<file path="src/rtl/bin_to_7seg_scan.sv">
// bin_to_7seg_scan
// Shows a 4-bit binary value (0-15) as two decimal digits on a
// time-multiplexed, common-anode 7-segment display. The input is sampled
// once per scan so a units/tens pair always comes from one sample.
// Each digit stays lit for REFRESH_CYCLES clocks. Outputs are registered.
// Optional build macro: BLANK_LEADING_ZERO_EN blanks a zero tens digit.
module bin_to_7seg_scan #(
    parameter int REFRESH_CYCLES = 50_000
) (
    input  logic       reloj,
    input  logic       reset,
    input  logic [3:0] bin_in,
    output logic [6:0] seg_out,
    output logic [1:0] an_out
);

    localparam int CNT_W = (REFRESH_CYCLES > 1) ? $clog2(REFRESH_CYCLES) : 1;
    localparam logic [CNT_W-1:0] CNT_LAST = CNT_W'(REFRESH_CYCLES - 1);

    logic [CNT_W-1:0] cnt;
    logic             sel;       // 0 = units digit lit, 1 = tens digit lit
    logic [3:0]       hold;      // value displayed for the whole scan
    logic             terminal;
    logic [3:0]       tens;
    logic [3:0]       units;
    logic [3:0]       digit;
    logic [6:0]       seg_next;

    // Active-low gfedcba patterns for decimal digits; anything else is blank.
    function automatic logic [6:0] seg_encode(input logic [3:0] d);
        logic [6:0] s;
        case (d)
            4'd0:    s = 7'h40;
            4'd1:    s = 7'h79;
            4'd2:    s = 7'h24;
            4'd3:    s = 7'h30;
            4'd4:    s = 7'h19;
            4'd5:    s = 7'h12;
            4'd6:    s = 7'h02;
            4'd7:    s = 7'h78;
            4'd8:    s = 7'h00;
            4'd9:    s = 7'h10;
            default: s = 7'h7F;
        endcase
        return s;
    endfunction

    // Last cycle of the current digit's lit period.
    always_comb begin
        terminal = (cnt == CNT_LAST);
    end

    // Refresh counter, digit select toggle, and once-per-scan capture.
    // The capture happens on the tens->units transition, so the units digit
    // that follows already uses the new value.
    always_ff @(posedge reloj) begin
        if (reset) begin
            cnt  <= '0;
            sel  <= 1'b0;
            hold <= 4'd0;
        end else begin
            if (terminal) begin
                cnt <= '0;
                sel <= ~sel;
                if (sel) begin
                    hold <= bin_in;
                end
            end else begin
                cnt <= cnt + CNT_W'(1);
            end
        end
    end

    // Decimal split: the input never exceeds 15, so tens is only 0 or 1.
    always_comb begin
        tens  = 4'd0;
        units = hold;
        if (hold >= 4'd10) begin
            tens  = 4'd1;
            units = hold - 4'd10;
        end
    end

    // Pick the digit for the lit anode and encode it.
    always_comb begin
        digit    = sel ? tens : units;
        seg_next = seg_encode(digit);
`ifdef BLANK_LEADING_ZERO_EN
        if (sel && (tens == 4'd0)) begin
            seg_next = 7'h7F;
        end
`endif
    end

    // Registered display drive, one cycle behind sel/hold.
    always_ff @(posedge reloj) begin
        if (reset) begin
            an_out  <= 2'b11;
            seg_out <= 7'h7F;
        end else begin
            an_out  <= sel ? 2'b01 : 2'b10;
            seg_out <= seg_next;
        end
    end

endmodule

</file>
<file path="config.mk">
export PLATFORM = sky130hd
export DESIGN_NAME = bin_to_7seg_scan
export DESIGN_NICKNAME = d
export VERILOG_FILES = /design/src/rtl/bin_to_7seg_scan.sv
export SDC_FILE = /design/constraint.sdc
export NUM_CORES = 1
export LEC_CHECK = 0
export ABC_AREA = 1
export BUFFER_PORTS_ARGS = -buffer_cell sky130_fd_sc_hd__buf_2
export CORE_MARGIN = 1.5
export CORE_UTILIZATION = 40
export CTS_CLUSTER_DIAMETER = 40
export DETAILED_ROUTE_END_ITERATION = 8
export PLACE_DENSITY = 0.69
export SKIP_CTS_REPAIR_TIMING = 1
export SYNTH_ARGS = -nofsm -noshare
export SYNTH_HDL_FRONTEND = slang
export SYNTH_SLANG_ARGS = --single-unit
</file>
<file path="constraint.sdc">
create_clock -name reloj -period 2.3 [get_ports reloj]
set_input_delay 0.23 -clock reloj [delete_from_list [all_inputs] [get_ports reloj]]
set_output_delay 0.23 -clock reloj [all_outputs]
set_load 0.01 [all_outputs]
</file>
Yosys cells after proc, flatten, opt, wreduce, memory -nomap -nowiden. Memory sizes are Yosys's and may differ from the RTL's. A register that Yosys moved wholly into a read port is not among the register bits. Cells that the tools add are included.

Equality and inequality tests: 1. Multiplexer cells: 4. Reduce and logical (&&, ||, !) cells: 2. Magnitude comparators: 1. Add/sub/neg operators: 2. Bitwise operators: 1.

Operator list (count): 16-bit by 1-bit adder with 16-bit output, second input constant (1); 16-bit equality test, second input constant (1); 4-bit 2-to-1 mux (2); 4-bit greater-or-equal comparator, second input constant (1); 4-bit subtractor, second input constant (1); 2-bit 2-to-1 mux (1); 2-bit AND reduction (1); 2-bit OR reduction (1); 1-bit 2-to-1 mux (1); 1-bit inverter (1).

Word-level logic and storage cells: 16. Bits in read-only memories: 112. Output and inout port bits: 9. Memories: 1. Register bits after elaboration: 23.

Memory list: (no name shown) (words 16, width 7, read ports 1, clocked after Yosys merged registers in 1, write ports 0, line 32) `case (d)`.

Longest topological paths before layout. Gate-level depths: netlist of run 1.

Word-level depth: 3. Gate-level depth with buffers: 10. Gate-level depth less buffers: 10.

Least setup slack after synthesis of run 1. Ideal clock, no wire load.

Kind: register to register. Start: register hold[3]. End: register seg_out[3]. Data arrival time: 1.278 ns. Path slack: 0.905 ns. Cell stages (with the launch flop): 11. Library setup time: 0.117 ns. Data required time: 2.183 ns. Cell sequence: dfxtp_1 > inv_1 > nor2_1 > nand2_1 > nand2_1 > inv_1 > ha_1 > nand2_1 > nand2_1 > nand2_1 > nand2_1.

Cells in the longest elaborated chain, start to end: 3. Elaborated cells between the ends (all ways): 5.

RTL lines: start, declared (line 22) `logic [3:0] hold;`; start signal, assigned (line 66) `hold <= bin_in;`; 4-bit subtractor or 4-bit greater-or-equal comparator (tied branches) (line 80, 78); 4-bit 2-to-1 mux or 1-bit 2-to-1 mux (tied branches) (line 78) `if (hold >= 4'd10) begin`; 4-bit 2-to-1 mux * (line 86) `digit = sel ? tens : units;`; end, declared (line 13) `output logic [6:0] seg_out,`.

Every way passes the cells marked *; elsewhere a longest branch is shown, timed or not. A chain may end at the register's enable or synchronous reset.

Final worst setup path of run 1. Ends and elaborated chain as after synthesis.

==> out/qor.tcl, run 1 <==
set qor(syn-mean-instance-area_um2) 7.20
set qor(grt_setup_unrepaired) {no}
set qor(maxCapViolCount) 0
set qor(first_global_vias) 1143
set qor(synth_edf_count) 0
set qor(critPathMaxFanout) 6
set qor(timing.critical_path.max_delay_family) {simple AND/OR/NAND/NOR gates}
set qor(synth.net_count) 214
set qor(syn-instance-count) 203
set qor(clockRootBuffer) {clkbuf_4}
set qor(overall_overflow_remaining_after_global_route) 0
set qor(yosysMostFrequentCell) {nand2_1}
set qor(post_synth_main_area_contributors) {dfxtp_1, nand2_1, nor2_1, inv_1, nand3_1}
set qor(design_area_um2) 1650
set qor(postRouteWirelength_mm) 2.68
set qor(report.power.total_uw) 956
set qor(startpoint_type) {flop}
set qor(clock_sinks) 30
set qor(slew_headroom_pct) 80.0
set qor(rows) 21
set qor(cts_tree) {yes}
set qor(remaining_drc_errors) 0
set qor(die_y_um) 63.4
set qor(mappedNetlistArea_um2) 1460
set qor(detail_route.first_pass.iterations) 4
set qor(place_hpwl_mm) 2.01
set qor(fin_worst_skew_ps) 10.3
set qor(path_cells) {inv_1 -> nor2_1 -> nand2_1 -> nand2_1 -> inv_1 -> ha_1 -> nand2_1 -> nand2_1 -> nand2_1 -> nand2_1}
set qor(crit_path_max_incr_delay_ps) 430
set qor(timing.hold.ws_ps) 114
set qor(worst_hold_path.num_cells) 3
set qor(slew_violations) 0
set qor(effective_utilization_at_floorplan_pct) 42.8
set qor(place_area_um2) 1570
set qor(p_switching_uw) 203
set qor(critical_path_cell_count) 10
set qor(cts.reportedPaths.clkPinSlew_ps) 100
set qor(netSwitchingFraction_pct) 21.2
set qor(finalSetupViolCount) 0
set qor(cts-buffers-inserted) 5
set qor(status) {completed}
set qor(netlist-cell-type-count) 23
set qor(cell_type_of_the_slowest_stage_on_the_worst_timing_path) {dfxtp_1}
set qor(worst_hold_path.endpoint) {hold[1]$_SDFFE_PP0P_}
set qor(antenna_found_initial) 0
set qor(post_route_cells_drive_above_1_share_pct) 16.1
set qor(netlist_top_cells_count) {nand2_1, nor2_1, dfxtp_1}
set qor(finalHoldViolCount) 0
set qor(r2r-start) {hold[3]$_SDFFE_PP0P_}
set qor(design.die.area_um2) 4030
set qor(ir_worst_vdd_uv) 313
set qor(critical_path_most_common_cell) {nand2_1}
set qor(layout_min_cycle_time_ps) 1600
set qor(kind_of_end_point_of_the_critical_path) {flop}
set qor(numPortBuffers) 14
set qor(post-synth-top-area-cell) {dfxtp_1}
set qor(ff2ff_setup_slack_ps) 700
set qor(area_delta_synth_final_pct) 13.0
set qor(grt_max_degree) 17
set qor(finish.cell_count_without_fillers) 269
set qor(rr_worst_depth) 10
set qor(critical_path.n_buffers_inverters) 2
set qor(ffs_w_async_s_r_synth_pct) 0
set qor(proportion_of_synthesized_chip_area_in_sequential_cells_pct) 41.1
set qor(r2r_end) {seg_out[3]$_SDFF_PP1_}
set qor(share_clk_of_total_power_pct) 40.5
set qor(share_of_the_clock_period_used_by_the_worst_path_pct) 69.4
set qor(synth_ff_type) {dfxtp_1}
set qor(hold_path.class) {in -> reg}
set qor(crit_required_ps) 2530
set qor(dp_slack_ps) 735
set qor(worstPathArrival_ps) 1820
set qor(io_pins) 15
set qor(dpl.cell_count) 261
set qor(die_width_um) 63.4
set qor(count_of_vias_placed_by_the_detailed_router) 1240
set qor(powerDensity_nw_per_um2) 579
set qor(timing_worst_slew_pin_value_ps) 300
set qor(synth_top_area_share_pct) 41.1
set qor(clockBufferDepth) 2
set qor(gpl.final_weighted_congestion) 0.902
set qor(num_antenna_cells) 0
set qor(worst_path_class_setup) {reg -> reg}
set qor(core-area_um2) 3420
set qor(max_clock_freq_ghz) 0.627
set qor(final.setup.worst_slack_ps) 704
set qor(cellLeakagePower_nw) 0.697
set qor(detail_route.vias_per_cell) 4.61
set qor(min_from) {bin_in[1]}
set qor(drtAntennaViolNets) 0
set qor(global_route_wire_length_before_repair_mm) 4.92
set qor(cellInternalPower_uw) 753
set qor(htree_levels) 2
set qor(grtUsageTotal_pct) 15.6
set qor(yosys_register_bits) 30
set qor(routed_wire_length_per_instance_um) 9.97
set qor(detailedRoute.firstIterationViolations) 63
set qor(p_seq_share_pct) 55.9
set qor(totalNegativeSetupSlack_ps) 0
set qor(ys.warnings.count) 0
set qor(insertion_delay_ps) 330
set qor(design.final.nets) 233
set qor(final_core_util_pct) 48.4
set qor(comb_power_share_pct) 3.6
[cells by family (layout without fill, tap and decap cells)]
group | count (synthesis) | count (layout) | synth area share (%)
simple gates | 117 | 117 | 35.8
flops | 30 | 30 | 41.1
buf+inv | 24 | 44 | 6.76
compound gates | 21 | 21 | 8.48
xor+xnor | 6 | 6 | 3.60
fa+ha+maj | 5 | 5 | 4.28
[worst reg2reg max path, delay by kind of cell, from the launching register on]
| kind | cells | cell delay, ps |
|---|---|---|
| flops | 1 | 430 |
| simple gates | 7 | 550 |
| buf+inv | 2 | 180 |
| fa+ha+maj | 1 | 310 |
[worst max-delay path by stage]
stage	from	end	slack [ps]
6_report	hold[3]$_SDFFE_PP0P_	seg_out[3]$_SDFF_PP1_	700
5_1_grt	hold[3]$_SDFFE_PP0P_	seg_out[3]$_SDFF_PP1_	550
4_1_cts	hold[3]$_SDFFE_PP0P_	seg_out[3]$_SDFF_PP1_	700
3_5_place_dp	hold[3]$_SDFFE_PP0P_	seg_out[3]$_SDFF_PP1_	740
3_3_place_gp	hold[3]$_SDFFE_PP0P_	seg_out[3]$_SDFF_PP1_	760
2_1_floorplan	hold[3]$_SDFFE_PP0P_	seg_out[3]$_SDFF_PP1_	900
[power by group through the flow]
stage	sequential [mW]	combinational, mW	clock (mW)
after floorplan	0.550	0.0186	0
after global placement	0.546	0.0351	0
after detailed placement	0.546	0.0356	0
after CTS	0.535	0.0355	0.400
after global routing	0.536	0.0396	0.431
final	0.534	0.0348	0.387
[per-layer routing]
metal	vias to the layer above	share of wire, %	global-route usage, %
met5	-	0	0
met1	534	51	20.3
met2	18	43	23.2
met4	0	2.0	7.34
li1	682	-	-
met3	6	4.4	5.18
[state kept, by name (all words and copies together) (netlist names)]
signal / cells
an_out: 2
seg_out: 7
cnt: 16
hold: 4
sel: 1
[cells in the final DEF, fill, tap and decap left out]
cell / n
nor2_1: 38
xor2_1: 3
nand2_4: 1
nand2_2: 4
inv_1: 22
clkbuf_8: 3
nor2_4: 1
nand3_2: 2
nand2_1: 48
o21ai_0: 7
clkbuf_4: 5
xnor2_1: 3
a21oi_4: 1
ha_1: 5
o21ai_1: 2
nand4_1: 5
nand4_2: 1
o211ai_2: 1
or2_2: 1
buf_2: 14
a21oi_1: 10
nor2_2: 2
nand3_1: 14
dfxtp_1: 30
[layout make-up]
class,count,area (um2)
multi-input combinational,149,762
timing repair buffer,14,70.1
inverter,22,82.6
tap,46,57.6
sequential,30,601
clock buffer,8,78.8
fill,367,1760
Power figures use the tool's default switching activity.
==> run 2: changes to the inputs <==
- clock period: 2.3 -> 1.6 ns (I/O delays scaled with it)
==> run 2 against run 1 <==
Against the previous run:
- sequential share of layout area down 0.17 points
- worst hold slack lost 87 ps
- global-route usage up 0.11 points
- clock skew fell by 3.9 ps
- count of clock-buffer cells in the layout is 2 lower
- via count shrank 1.5%
- register-to-register slack worse by 580 ps
- routed wire length down 0.63%
- critical path type unchanged
==> out/qor.tcl, run 2 (same netlist as run 1, synthesis figures left out) <==
set qor(share_of_the_clock_period_used_by_the_worst_path_pct) 92.1 ;# was 69.4%
set qor(totalNegativeSetupSlack_ps) 0 ;# unchanged
set qor(ir_worst_vdd_uv) 515 ;# was 313 uV
set qor(insertion_delay_ps) 340 ;# was 330 ps
set qor(dr.max_layer_used) {met4} ;# unchanged
set qor(timing.critical_path.to) {seg_out[4]$_SDFF_PP1_} ;# was seg_out[3]$_SDFF_PP1_
set qor(hold_path.class) {in -> reg} ;# unchanged
set qor(numPortBuffers) 14 ;# unchanged
set qor(r2r-start) {hold[1]$_SDFFE_PP0P_} ;# was hold[3]$_SDFFE_PP0P_
set qor(design.die.area_um2) 4030 ;# unchanged
set qor(global_route_wire_length_before_repair_mm) 4.86 ;# was 4.92 mm
set qor(grt_max_degree) 17 ;# unchanged
set qor(largest_register) {cnt} ;# unchanged
set qor(netSwitchingFraction_pct) 23.5 ;# was 21.2%
set qor(powerDensity_nw_per_um2) 781 ;# was 579 nW/um2
set qor(area_delta_synth_final_pct) 13.8 ;# was 13.0%
set qor(r2r_end) {seg_out[4]$_SDFF_PP1_} ;# was seg_out[3]$_SDFF_PP1_
set qor(detail_route.first_pass.iterations) 4 ;# unchanged
set qor(rows) 21 ;# unchanged
set qor(comb_power_share_pct) 3.8 ;# was 3.6%
set qor(p_seq_share_pct) 59.2 ;# was 55.9%
set qor(overall_overflow_remaining_after_global_route) 0 ;# unchanged
set qor(gpl.final_weighted_congestion) 0.879 ;# was 0.902
set qor(layout_min_cycle_time_ps) 1470 ;# was 1600 ps
set qor(remaining_drc_errors) 0 ;# unchanged
set qor(finalHoldViolCount) 0 ;# unchanged
set qor(die_y_um) 63.4 ;# unchanged
set qor(clockRootBuffer) {clkbuf_4} ;# unchanged
set qor(largest_reg_flops) 16 ;# unchanged
set qor(slew_headroom_pct) 78.2 ;# was 80.0%
set qor(finalSetupViolCount) 0 ;# unchanged
set qor(critical_path_most_common_cell) {nand3_1} ;# was nand2_1
set qor(cts_tree) {yes} ;# unchanged
set qor(cell_type_of_the_slowest_stage_on_the_worst_timing_path) {dfxtp_1} ;# unchanged
set qor(core-area_um2) 3420 ;# unchanged
set qor(cts-buffers-inserted) 5 ;# unchanged
set qor(metal1_wirelength_mm) 1.37 ;# was 1.36 mm
set qor(layout.cells.most_common) {nand2_1} ;# unchanged
set qor(cellLeakagePower_nw) 0.695 ;# was 0.697 nW
set qor(effective_utilization_at_floorplan_pct) 42.8 ;# unchanged
set qor(first_global_vias) 1138 ;# was 1143
set qor(crit_start) {hold[1]$_SDFFE_PP0P_} ;# was hold[3]$_SDFFE_PP0P_
set qor(grtUsageTotal_pct) 15.7 ;# was 15.6%
set qor(met2_routed_wirelength_mm) 1.10 ;# was 1.15 mm
set qor(cellInternalPower_uw) 993 ;# was 753 uW
set qor(path_cells) {inv_1 -> ha_1 -> a21oi_1 -> nand2_2 -> inv_2 -> nand2_1 -> nand3_1 -> nand3_1} ;# was inv_1 -> nor2_1 -> nand2_1 -> nand2_1 -> inv_1 -> ha_1 -> nand2_1 -> nand2_1 -> nand2_1 -> nand2_1
set qor(detail_route.vias_per_cell) 4.51 ;# was 4.61
set qor(min_from) {reset} ;# was bin_in[1]
set qor(biggest_regs) {cnt x16, seg_out x7, hold x4} ;# unchanged
set qor(critPathMaxFanout) 7 ;# was 6
set qor(worst_path_class_setup) {reg -> reg} ;# unchanged
set qor(share_clk_of_total_power_pct) 37.0 ;# was 40.5%
set qor(htree_levels) 2 ;# unchanged
set qor(design.final.nets) 235 ;# was 233
set qor(detailedRoute.firstIterationViolations) 41 ;# was 63
set qor(place_hpwl_mm) 1.97 ;# was 2.01 mm
set qor(routed_wire_length_per_instance_um) 9.84 ;# was 9.97 um
set qor(die_width_um) 63.4 ;# unchanged
set qor(rr_worst_depth) 8 ;# was 10
set qor(count_of_vias_placed_by_the_detailed_router) 1221 ;# was 1240
set qor(clock_sinks) 30 ;# unchanged
set qor(worstPathArrival_ps) 1700 ;# was 1820 ps
set qor(slew_violations) 0 ;# unchanged
set qor(cts.reportedPaths.clkPinSlew_ps) 90 ;# was 100 ps
set qor(kind_of_end_point_of_the_critical_path) {flop} ;# unchanged
set qor(max_clock_freq_ghz) 0.679 ;# was 0.627 GHz
set qor(status) {completed} ;# unchanged
set qor(num_antenna_cells) 0 ;# unchanged
set qor(ff2ff_setup_slack_ps) 130 ;# was 700 ps
set qor(met3_wirelength_um) 108 ;# was 118 um
set qor(post_route_cells_drive_above_1_share_pct) 18.7 ;# was 16.1%
set qor(most-common-layout-cells) {nand2_1, nor2_1, dfxtp_1, inv_1} ;# unchanged
set qor(maxCapViolCount) 0 ;# unchanged
set qor(postRouteWirelength_mm) 2.67 ;# was 2.68 mm
set qor(fin_worst_skew_ps) 6.43 ;# was 10.3 ps
set qor(antenna_found_initial) 0 ;# unchanged
set qor(crit_path_max_incr_delay_ps) 370 ;# was 430 ps
set qor(io_pins) 15 ;# unchanged
set qor(clockBufferDepth) 2 ;# unchanged
set qor(grt_setup_unrepaired) {no} ;# unchanged
set qor(startpoint_type) {flop} ;# unchanged
set qor(timing_worst_slew_pin_value_ps) 326 ;# was 300 ps
set qor(report.power.total_mw) 1.30 ;# was 956 uW
set qor(drtAntennaViolNets) 0 ;# unchanged
set qor(p_switching_uw) 305 ;# was 203 uW
set qor(crit_required_ps) 1820 ;# was 2530 ps
-- run 2: cell count changes in the layout (fill, tap and decap cells not counted), moves of 2 or more --
cell      previous run  this run
buf_4                0         2
clkbuf_8             3         1
nand2_1             48        46
nand2_2              4         6
-- run 2: final cells by class --
type / count / area (um2)
clock buffer: 6 / 51.3
clock inverter: 2 / 12.5
fill: 357 / 1750
inverter: 22 / 82.6
multi-input combinational: 149 / 772
sequential: 30 / 602
tap: 46 / 57.6
timing repair buffer: 16 / 85.1
-- run 2: worst min-delay path by stage --
stage	end	slack, ps	depth (start not counted)
after floorplan	sel$_SDFFE_PP0N_	230	1
after global placement	hold[2]$_SDFFE_PP0P_	380	3
after detailed placement	sel$_SDFFE_PP0N_	380	2
after CTS	sel$_SDFFE_PP0N_	8	2
after global routing	sel$_SDFFE_PP0N_	20	2
final	sel$_SDFFE_PP0N_	30	2
-- run 2: routing by layer --
layer,track usage (%),up-vias
met5,0,-
met4,9.78,0
met3,5.36,9
met2,22.1,19
met1,20.4,505
li1,-,688
-- run 2: critical path: cells and delay by family (launching register included) --
kind | cells | cell delay [ps]
and+or+nand+nor | 4 | 330
buffers and inverters | 2 | 180
DFF | 1 | 370
AOI/OAI and AO/OA | 1 | 170
adders and majority gates | 1 | 290
-- run 2: stage by stage --
step / worst slack, ps / cells / hold WS (ps) / cell area [um2] / util [%]
after floorplan: 205 / 203 / 232 / 1460 / -
after global routing: 10.2 / 271 / 24.8 / 1660 / 48.7
after global placement: 83.1 / 263 / 381 / 1590 / 46.5
final: 127 / 271 / 27.0 / 1660 / 48.7
after detailed placement: 72.0 / 263 / 385 / 1590 / 46.5
after CTS: 48.7 / 271 / 7.55 / 1650 / 48.4
-- run 2: power by group through the flow --
stage / combinational (mW) / clock, mW / sequential [mW]
global placement: 0.0506 / 0 / 0.785
CTS: 0.0509 / 0.505 / 0.769
finish: 0.0497 / 0.480 / 0.769
detailed placement: 0.0511 / 0 / 0.786
global route: 0.0576 / 0.534 / 0.771
floorplan: 0.0267 / 0 / 0.791
==> run 3: changes to the inputs <==
- CTS_BUF_LIST: not set -> sky130_fd_sc_hd__clkbuf_8
==> run 3 against run 2 <==
Against the previous run:
- clock power up 32%
- combinational power is essentially flat
- clock skew down 3.8 ps
- non-clock buffer count unchanged
- final area is 1.9% higher
- routed wire length fell by 0.53%
- utilization is 0.92 points higher
- sequential share of layout area fell by 0.67 points
- final cell count did not move
- count of clock-buffer cells in the layout unchanged
- register-to-register slack about the same
- die area did not move
- highest routed layer unchanged
==> out/qor.tcl, run 3 (same netlist as run 1, synthesis figures left out) <==
set qor(cellInternalPower_mw) 1.13 ;# was 993 uW
set qor(effective_utilization_at_floorplan_pct) 42.8 ;# unchanged
set qor(io_pins) 15 ;# unchanged
set qor(totalNegativeSetupSlack_ps) 0 ;# unchanged
set qor(die_y_um) 63.4 ;# unchanged
set qor(fin_worst_skew_ps) 2.58 ;# was 6.43 ps
set qor(hold_path.class) {in -> reg} ;# unchanged
set qor(clock_sinks) 30 ;# unchanged
set qor(postRouteWirelength_mm) 2.65 ;# was 2.67 mm
set qor(max_clock_freq_ghz) 0.680 ;# was 0.679 GHz
set qor(grtUsageTotal_pct) 15.7 ;# about the same
set qor(powerDensity_nw_per_um2) 856 ;# was 781 nW/um2
set qor(grt_max_degree) 17 ;# unchanged
set qor(cts.reportedPaths.clkPinSlew_ps) 60 ;# was 90 ps
set qor(detail_route.vias_per_cell) 4.49 ;# was 4.51
set qor(antenna_found_initial) 0 ;# unchanged
set qor(post_route_cells_drive_above_1_share_pct) 18.7 ;# unchanged
set qor(worstPathArrival_ps) 1630 ;# was 1700 ps
set qor(critical_path_most_common_cell) {nand3_1} ;# unchanged
set qor(htree_levels) 2 ;# unchanged
set qor(slew_headroom_pct) 78.1 ;# was 78.2%
set qor(startpoint_type) {flop} ;# unchanged
set qor(area_delta_synth_final_pct) 15.9 ;# was 13.8%
set qor(timing.hold.ws_ps) 89.2 ;# was 27.0 ps
set qor(biggest_regs) {cnt x16, seg_out x7, hold x4} ;# unchanged
set qor(numPortBuffers) 14 ;# unchanged
set qor(share_clk_of_total_power_pct) 43.5 ;# was 37.0%
set qor(timing.critical_path.max_delay_family) {flip-flops} ;# unchanged
set qor(layout.cells.most_common) {nand2_1} ;# unchanged
set qor(core-area_um2) 3420 ;# unchanged
set qor(most-common-layout-cells) {nand2_1, nor2_1, dfxtp_1, inv_1} ;# unchanged
set qor(largest_reg_flops) 16 ;# unchanged
set qor(cell_type_of_the_slowest_stage_on_the_worst_timing_path) {dfxtp_1} ;# unchanged
set qor(timing_worst_slew_pin_value_ps) 328 ;# was 326 ps
set qor(crit_path_max_incr_delay_ps) 360 ;# was 370 ps
set qor(cellLeakagePower_nw) 0.708 ;# was 0.695 nW
set qor(netSwitchingFraction_pct) 22.2 ;# was 23.5%
set qor(detail_route.first_pass.iterations) 4 ;# unchanged
set qor(die_width_um) 63.4 ;# unchanged
set qor(largest_register) {cnt} ;# unchanged
set qor(layout_min_cycle_time_ps) 1470 ;# about the same
set qor(routed_wire_length_per_instance_um) 9.79 ;# was 9.84 um
set qor(drtAntennaViolNets) 0 ;# unchanged
set qor(finish.cell_count_without_fillers) 271 ;# unchanged
set qor(p_switching_uw) 323 ;# was 305 uW
set qor(crit_required_ps) 1760 ;# was 1820 ps
set qor(comb_power_share_pct) 3.4 ;# was 3.8%
set qor(finalHoldViolCount) 0 ;# unchanged
set qor(slew_violations) 0 ;# unchanged
set qor(ir_worst_vdd_uv) 624 ;# was 515 uV
set qor(p_seq_share_pct) 53.0 ;# was 59.2%
set qor(design.final.nets) 235 ;# unchanged
set qor(place_hpwl_mm) 1.97 ;# unchanged
set qor(cts-buffers-inserted) 5 ;# unchanged
set qor(cts_tree) {yes} ;# unchanged
set qor(overall_overflow_remaining_after_global_route) 0 ;# unchanged
set qor(critPathMaxFanout) 7 ;# unchanged
set qor(global_route_wire_length_before_repair_mm) 4.93 ;# was 4.86 mm
set qor(first_global_vias) 1151 ;# was 1138
set qor(status) {completed} ;# unchanged
set qor(design.die.area_um2) 4030 ;# unchanged
set qor(remaining_drc_errors) 0 ;# unchanged
set qor(worst_path_class_setup) {reg -> reg} ;# unchanged
set qor(detailedRoute.firstIterationViolations) 52 ;# was 41
set qor(rows) 21 ;# unchanged
set qor(maxCapViolCount) 0 ;# unchanged
set qor(grt_setup_unrepaired) {no} ;# unchanged
set qor(path_cells) {inv_1 -> ha_1 -> a21oi_1 -> nand2_2 -> inv_2 -> nand2_1 -> nand3_1 -> nand3_1} ;# unchanged
set qor(dpl.cell_count) 263 ;# unchanged
set qor(share_of_the_clock_period_used_by_the_worst_path_pct) 91.9 ;# was 92.1%
set qor(gpl.final_weighted_congestion) 0.879 ;# unchanged
set qor(critical_path.n_buffers_inverters) 2 ;# unchanged
set qor(insertion_delay_ps) 280 ;# was 340 ps
set qor(finalSetupViolCount) 0 ;# unchanged
set qor(clockBufferDepth) 2 ;# unchanged
set qor(clockRootBuffer) {clkbuf_8} ;# was clkbuf_4
set qor(kind_of_end_point_of_the_critical_path) {flop} ;# unchanged
set qor(num_antenna_cells) 0 ;# unchanged
set qor(count_of_vias_placed_by_the_detailed_router) 1216 ;# was 1221
run 3: cell count changes in the layout (fill, tap and decap cells not counted):
cell,previous run,this run
clkbuf_4,5,0
clkbuf_8,1,6
run 3: cell type report:
type	count	area (um2)
repair buffers	16	85.1
inverters	22	82.6
flip-flops and latches	30	602
multi-input cells	149	772
fillers	352	1720
clock buffers	6	82.6
clock inverters	2	12.5
well taps	46	57.6
run 3: through the flow:
stage | util (%) | total power, mW | cell area, um2 | setup WS [ps]
after floorplan | - | 0.817 | 1460 | 205
after global placement | 46.5 | 0.836 | 1590 | 83.1
after detailed placement | 46.5 | 0.837 | 1590 | 72.0
after CTS | 49.3 | 1.47 | 1680 | 53.0
after global routing | 49.6 | 1.51 | 1690 | 11.6
final | 49.6 | 1.45 | 1690 | 130
run 3: final timing paths:
kind                        startpoint               endpoint  slack (ps)  depth (start not counted)
setup reg to reg  hold[1]$_SDFFE_PP0P_  seg_out[4]$_SDFF_PP1_         130                          8
hold reg to reg      cnt[0]$_SDFF_PP0_      cnt[0]$_SDFF_PP0_         450                          1
hold / removal                   reset       sel$_SDFFE_PP0N_          90                          2
setup / recovery  hold[1]$_SDFFE_PP0P_  seg_out[4]$_SDFF_PP1_         130                          8
run 3: routing by layer:
| metal | vias to the layer above | share of wire [%] | track usage, % |
|---|---|---|---|
| met5 | - | 0 | 0 |
| met4 | 0 | 2.4 | 8.97 |
| met3 | 7 | 3.9 | 3.75 |
| met2 | 21 | 41 | 23.0 |
| met1 | 504 | 52 | 20.8 |
| li1 | 684 | - | - |
run 3: power by group through the flow:
stage | clock network [mW] | registers [mW] | logic (mW)
final | 0.632 | 0.770 | 0.0496
after global routing | 0.681 | 0.770 | 0.0576
after CTS | 0.652 | 0.769 | 0.0509
after detailed placement | 0 | 0.786 | 0.0511
after global placement | 0 | 0.785 | 0.0506
after floorplan | 0 | 0.791 | 0.0267
